<file path="src/rtl/lutram_bit_loader_pkg.sv">
// Shared state type and sizing constants for the LUTRAM bit loader and its
// serializer.
package lutram_loader_pkg;

  localparam int BYTE_W         = 8;
  localparam int ADDR_W_DEFAULT = 7;
  localparam int BITCNT_W       = $clog2(BYTE_W);

  typedef enum logic [1:0] {
    IDLE  = 2'd0,
    SHIFT = 2'd1,
    CLEAR = 2'd2
  } state_e;

endpackage

</file>
<file path="src/rtl/lutram_bit_loader_if.sv">
// Byte-stream valid/ready handshake feeding the LUTRAM bit loader.
interface lutram_bit_loader_if;
  import lutram_loader_pkg::*;

  logic              in_valid;
  logic              in_ready;
  logic [BYTE_W-1:0] in_data;

  modport master (output in_valid, output in_data, input in_ready);
  modport slave  (input in_valid, input in_data, output in_ready);

endinterface

</file>
<file path="src/rtl/lutram_bit_loader_serializer.sv">
// Holds the accepted byte and presents one bit per write cycle, LSB or MSB
// first, flagging the final bit of the byte.
module lutram_bit_serializer
  import lutram_loader_pkg::*;
#(
  parameter bit MSB_FIRST = 1'b0
) (
  input  logic              clk,
  input  logic              rst,
  input  logic              load,
  input  logic              shift,
  input  logic [BYTE_W-1:0] data_in,
  output logic              bit_out,
  output logic              last
);

  logic [BYTE_W-1:0]   sr_q, sr_d;
  logic [BITCNT_W-1:0] bitcnt_q, bitcnt_d;

  // Load a fresh byte, or move the next bit into the output position.
  always_comb begin
    sr_d     = sr_q;
    bitcnt_d = bitcnt_q;
    if (load) begin
      sr_d     = data_in;
      bitcnt_d = '0;
    end else if (shift) begin
      if (MSB_FIRST) begin
        sr_d = {sr_q[BYTE_W-2:0], 1'b0};
      end else begin
        sr_d = {1'b0, sr_q[BYTE_W-1:1]};
      end
      bitcnt_d = bitcnt_q + BITCNT_W'(1);
    end else begin
      sr_d     = sr_q;
      bitcnt_d = bitcnt_q;
    end
  end

  // Shift register and bit counter.
  always_ff @(posedge clk) begin
    if (rst) begin
      sr_q     <= '0;
      bitcnt_q <= '0;
    end else begin
      sr_q     <= sr_d;
      bitcnt_q <= bitcnt_d;
    end
  end

  assign bit_out = MSB_FIRST ? sr_q[BYTE_W-1] : sr_q[0];
  assign last    = (bitcnt_q == BITCNT_W'(BYTE_W - 1));

endmodule

</file>
<file path="src/rtl/lutram_bit_loader.sv">
// Write-side sequencer for a 128x1 dual-port LUTRAM: serialises bytes into
// single-bit writes at an auto-incrementing address, or bulk-clears the RAM.
module lutram_bit_loader
  import lutram_loader_pkg::*;
#(
  parameter int ADDR_W    = ADDR_W_DEFAULT,
  parameter bit MSB_FIRST = 1'b0
) (
  input  logic                clk,
  input  logic                rst,
  lutram_bit_loader_if.slave  in_if,
  input  logic                clear_start,
  input  logic                clear_val,
  output logic [ADDR_W-1:0]   ram_a,
  output logic                ram_we,
  output logic                ram_d,
  output logic [ADDR_W-1:0]   wr_ptr,
  output logic                busy,
  output logic                wrapped
);

  localparam logic [ADDR_W-1:0] PTR_MAX = {ADDR_W{1'b1}};

  state_e            state_q, state_d;
  logic [ADDR_W-1:0] wr_ptr_q, wr_ptr_d;
  logic [ADDR_W-1:0] cnt_q, cnt_d;
  logic [ADDR_W-1:0] ram_a_q, ram_a_d;
  logic              ram_we_q, ram_we_d;
  logic              ram_d_q, ram_d_d;
  logic              wrapped_q, wrapped_d;
  logic              clr_val_q, clr_val_d;
  logic              ser_load, ser_shift, ser_bit, ser_last;
  logic              accept;

  // clear_start blocks the handshake so a simultaneous byte stays pending.
  assign in_if.in_ready = (state_q == IDLE) && !clear_start && !rst;
  assign accept         = in_if.in_valid && in_if.in_ready;

  lutram_bit_serializer #(
    .MSB_FIRST (MSB_FIRST)
  ) u_ser (
    .clk     (clk),
    .rst     (rst),
    .load    (ser_load),
    .shift   (ser_shift),
    .data_in (in_if.in_data),
    .bit_out (ser_bit),
    .last    (ser_last)
  );

  // Next-state and next-output logic; RAM port values hold outside writes.
  always_comb begin
    state_d   = state_q;
    wr_ptr_d  = wr_ptr_q;
    cnt_d     = cnt_q;
    ram_a_d   = ram_a_q;
    ram_we_d  = 1'b0;
    ram_d_d   = ram_d_q;
    wrapped_d = wrapped_q;
    clr_val_d = clr_val_q;
    ser_load  = 1'b0;
    ser_shift = 1'b0;
    case (state_q)
      IDLE: begin
        if (clear_start) begin
          clr_val_d = clear_val;
          cnt_d     = '0;
          state_d   = CLEAR;
        end else if (accept) begin
          ser_load = 1'b1;
          state_d  = SHIFT;
        end else begin
          state_d = IDLE;
        end
      end
      SHIFT: begin
        ram_we_d  = 1'b1;
        ram_a_d   = wr_ptr_q;
        ram_d_d   = ser_bit;
        ser_shift = 1'b1;
        wr_ptr_d  = wr_ptr_q + ADDR_W'(1);
        if (wr_ptr_q == PTR_MAX) begin
          wrapped_d = 1'b1;
        end else begin
          wrapped_d = wrapped_q;
        end
        if (ser_last) begin
          state_d = IDLE;
        end else begin
          state_d = SHIFT;
        end
      end
      CLEAR: begin
        ram_we_d = 1'b1;
        ram_a_d  = cnt_q;
        ram_d_d  = clr_val_q;
        cnt_d    = cnt_q + ADDR_W'(1);
        if (cnt_q == PTR_MAX) begin
          wr_ptr_d  = '0;
          wrapped_d = 1'b0;
          state_d   = IDLE;
        end else begin
          state_d = CLEAR;
        end
      end
      default: begin
        state_d = IDLE;
      end
    endcase
  end

  // State, counters and registered RAM write port.
  always_ff @(posedge clk) begin
    if (rst) begin
      state_q   <= IDLE;
      wr_ptr_q  <= '0;
      cnt_q     <= '0;
      ram_a_q   <= '0;
      ram_we_q  <= 1'b0;
      ram_d_q   <= 1'b0;
      wrapped_q <= 1'b0;
      clr_val_q <= 1'b0;
    end else begin
      state_q   <= state_d;
      wr_ptr_q  <= wr_ptr_d;
      cnt_q     <= cnt_d;
      ram_a_q   <= ram_a_d;
      ram_we_q  <= ram_we_d;
      ram_d_q   <= ram_d_d;
      wrapped_q <= wrapped_d;
      clr_val_q <= clr_val_d;
    end
  end

  assign ram_a   = ram_a_q;
  assign ram_we  = ram_we_q;
  assign ram_d   = ram_d_q;
  assign wr_ptr  = wr_ptr_q;
  assign wrapped = wrapped_q;
  assign busy    = (state_q != IDLE);

endmodule

</file>
<file path="src/flat_wrapper.sv">
// flat-port wrapper written by rule: the top's interface ports become plain ports
module lutram_bit_loader_flat import lutram_loader_pkg::*;
#(
  parameter int ADDR_W    = ADDR_W_DEFAULT,
  parameter bit MSB_FIRST = 1'b0
)
  (clk, rst, clear_start, clear_val, ram_a, ram_we, ram_d, wr_ptr, busy, wrapped, in_if_in_valid, in_if_in_data, in_if_in_ready);
  lutram_bit_loader_if in_if_i ();
  input  logic clk;
  input  logic rst;
  input  logic clear_start;
  input  logic clear_val;
  output logic [ADDR_W-1:0] ram_a;
  output logic ram_we;
  output logic ram_d;
  output logic [ADDR_W-1:0] wr_ptr;
  output logic busy;
  output logic wrapped;
  input wire logic [$bits(in_if_i.in_valid)-1:0] in_if_in_valid;
  input wire logic [$bits(in_if_i.in_data)-1:0] in_if_in_data;
  output wire logic [$bits(in_if_i.in_ready)-1:0] in_if_in_ready;
  assign in_if_i.in_valid = in_if_in_valid;
  assign in_if_i.in_data = in_if_in_data;
  assign in_if_in_ready = in_if_i.in_ready;
  lutram_bit_loader #(.ADDR_W(ADDR_W), .MSB_FIRST(MSB_FIRST)) u_core (.clk(clk), .rst(rst), .in_if(in_if_i), .clear_start(clear_start), .clear_val(clear_val), .ram_a(ram_a), .ram_we(ram_we), .ram_d(ram_d), .wr_ptr(wr_ptr), .busy(busy), .wrapped(wrapped));
endmodule
</file>
<file path="config.mk">
export PLATFORM = sky130hd
export DESIGN_NAME = lutram_bit_loader_flat
export DESIGN_NICKNAME = d
export VERILOG_FILES = /design/src/rtl/lutram_bit_loader_pkg.sv /design/src/rtl/lutram_bit_loader_if.sv /design/src/rtl/lutram_bit_loader_serializer.sv /design/src/rtl/lutram_bit_loader.sv /design/src/flat_wrapper.sv
export SDC_FILE = /design/constraint.sdc
export NUM_CORES = 1
export LEC_CHECK = 0
export BUFFER_PORTS_ARGS = -buffer_cell sky130_fd_sc_hd__buf_4
export CORE_MARGIN = 4
export CORE_UTILIZATION = 30
export DETAILED_ROUTE_END_ITERATION = 6
export PLACE_DENSITY = 0.58
export SLEW_MARGIN = 20
export SYNTH_ARGS = -nofsm -noshare
export SYNTH_HDL_FRONTEND = slang
export SYNTH_HIERARCHICAL = 1
export SYNTH_SLANG_ARGS = --single-unit
</file>
<file path="constraint.sdc">
create_clock -name clk -period 2.75 [get_ports clk]
set_clock_uncertainty 0.15 [all_clocks]
set_input_delay 0.1375 -clock clk [delete_from_list [all_inputs] [get_ports clk]]
set_output_delay 0.1375 -clock clk [all_outputs]
set_load 0.05 [all_outputs]
</file>
==> results_dict.tcl <==
set metrics [dict create \
    maxCapViolCount 0 \
    clk_pin_slew_ps 70 \
    setup_violations 0 \
    gp_congestion 0.7394 \
    min_period_ps 1946 \
    die_h_microns 86.59 \
    slew-limit-headroom_pct 66.91 \
    antenna_found_initial 0 \
    timing.hold.ws_ps 14.59 \
    io_pins 32 \
    num_rows 28 \
    yosysWarnings 6 \
    core_area_sq_um 5956 \
    path_max_fanout 12 \
    grt_max_degree 39 \
    vias 1592 \
    critical_path.cell_chain "inv_1, ha_1, mux2i_1, buf_4, or4_1, a21oi_1" \
    power.density_nw_per_um2 572.2 \
    dpl.cell_count 302 \
    synth-main-ff-cell "dfxtp_1" \
    p_sw_w 0.0004016 \
    fin_tns_setup_ps 0 \
    cp.arrival_ps 2010 \
    slowest_stage "or4_1" \
    crit_path_end_kind "flip-flop" \
    clk_latency_ps 280 \
    yosysMostFrequentCell "dfxtp_1" \
    port_buffers 31 \
    rsz0062_at_grt "false" \
    tightest_slew_ps 496.4 \
    avgSynthCellArea_sq_um 8.952 \
    wl_per_cell_microns 13.16 \
    grt_pass1_wl_microns 7010 \
    grt_pass1_vias 1479 \
    die_width_microns 86.59 \
    postCtsResizedCells 0 \
    stdcell_count 314 \
    first_pass_iters 5 \
    cts_tree "done" \
    crit_required_ps 2820 \
    ctsHoldBuffers 4 \
    synth_area_sq_um 1853 \
    synthTopCellsByCount "dfxtp_1, a211oi_1, mux2i_1" \
    p_leak_nw 0.8256 \
    hold_violations 0 \
    synthDominantCellAreaShare_pct 41.05 \
    cts.sinks 38 \
    ant_nets 0 \
    syn_inst 207 \
    hp-class "primary input to flip-flop" \
    ys_seq_area_share_pct 41.05 \
    start_util_pct 31.11 \
    switching_share_pct 30.98 \
    finalNetCount 259 \
    cts.htree.levels 2 \
    grt_use_total_pct 11.66 \
    drtIter0Drc 114 \
    peakVddDrop_mv 0.2365 \
    syn_nets 228 \
    path_buf_inv 2 \
    crit_family "simple AND/OR/NAND/NOR gates" \
    p_comb_share_pct 23.1 \
    wirelength_microns 4131 \
    p_clk_share_pct 30.1 \
    yosys_register_bits 38 \
    max_freq_ghz 0.5138 \
    area_delta_synth_final_pct 22.28 \
    slew_violations 0 \
    max_stage_delay_ps 490 \
    total_power_w 0.001297 \
    async_reset_ff_share_pct 0 \
    post-cts-setup-buffers 0 \
    power_frac_seq_pct 46.8 \
    finalCritPeriodShare_pct 70.77 \
    cts_buffers 5 \
    start_kind "flip-flop" \
    dpl.hpwl_microns 2959 \
    root_buffer "clkbuf_8" \
    synth.area.top_cells "dfxtp_1, mux2i_1, a211oi_1" \
    yosys.cell_types.count 35 \
    grt_overflow 0 \
    drc 0 \
    utilization_pct 38.05 \
    synth_edf_count 0 \
    die_area_sq_um 7498 \
    worstSetupPathType "flip-flop to flip-flop" \
    cts_buffer_depth 2 \
    yosysTopAreaCell "dfxtp_1" \
    p_int_w 0.0008949 \
    antenna_cells 0 \
    viasPerCell 5.070 \
    status "completed" \
    drive_gt1_share_pct 17.57 \
]
## per-stage QoR
step,area [sq um],worst slack [ps]
after floorplan,1853,813.0
after global placement,2135,843.5
after detailed placement,2135,810.1
after CTS,2266,801.9
after global routing,2266,584.9
final,2266,803.7
## sequential cells by signal, summed over array words and instances (netlist names)
name,count
u_core/cnt_q,7
u_core/u_ser/bitcnt_q,3
u_core/ram_d,1
u_core/ram_we,1
u_core/state_q,2
u_core/ram_a,7
u_core/u_ser/sr_q,8
u_core/wrapped,1
u_core/wr_ptr,7
u_core/clr_val_q,1
## final cells by class
class	instances	area (sq um)
fill	622	3690
multi-input combinational	145	983.4
sequential	38	760.7
timing repair buffer	39	302.8
tap	75	93.84
clock buffer	7	86.33
inverter	9	33.78
clock inverter	1	5.005
## cell usage in the layout (no fill, tap or decap), types with 4 or more instances in the layout
| cell | Yosys | routed |
|---|---|---|
| dlygate4sd3_1 | 0 | 4 |
| a31oi_1 | 5 | 5 |
| nand2b_1 | 4 | 4 |
| mux2i_1 | 16 | 16 |
| nor3_1 | 5 | 5 |
| dfxtp_1 | 38 | 38 |
| or4_1 | 4 | 4 |
| nor2_1 | 11 | 11 |
| a211oi_1 | 17 | 17 |
| o211ai_1 | 7 | 7 |
| ha_1 | 8 | 8 |
| buf_4 | 1 | 35 |
| or3_1 | 4 | 4 |
| o21ai_0 | 6 | 6 |
| inv_1 | 9 | 9 |
| clkbuf_8 | 0 | 6 |
| a21oi_1 | 11 | 11 |
| nand2_1 | 12 | 12 |
| nor2b_1 | 11 | 11 |
| nand3_1 | 8 | 8 |
## layer usage
layer  GRT usage, %  part of all wire [%]
met1          15.58                    48
met2          18.57                    46
met3          2.471                   4.6
met4          4.108                   1.2
met5              0                     0
## worst paths after layout
kind / depth (start not counted) / to / slack (ps) / from
hold reg to reg: 2 / u_core/ram_a[3] / 340 / u_core/ram_a[3]
setup / recovery: 6 / u_core/cnt_q[5] / 800 / u_core/state_q[0]
setup reg to reg: 6 / u_core/cnt_q[5] / 800 / u_core/state_q[0]
hold / removal: 3 / u_core/u_ser/sr_q[4] / 10 / in_if_in_data[4]
## cells by family (layout without fill, tap and decap cells)
group,count (synthesis),in the layout,synth area share (%)
adder cells (fa/ha/maj),8,8,5.402
AO/OA/AOI/OAI,54,54,19.58
flip-flops,38,38,41.05
buffers and inverters,24,56,5.875
multiplexers,16,16,8.643
AND/OR/NAND/NOR,65,65,18.50
XOR/XNOR,2,2,0.9455
## worst reg2reg max path, stage by stage, from the launching register on
cell	delay (ps)
dfxtp_1	330
inv_1	80
ha_1	360
mux2i_1	130
buf_4	180
or4_1	490
a21oi_1	150
## power groups by stage
stage,clock (W),sequential (W),combinational (W)
floorplan,0,0.000688,0.000146
global placement,0,0.000619,0.000295
detailed placement,0,0.000620,0.000296
CTS,0.000408,0.000607,0.000302
global route,0.000434,0.000612,0.000326
finish,0.000391,0.000607,0.000299
Note: power is estimated with default switching activity, not from simulation.
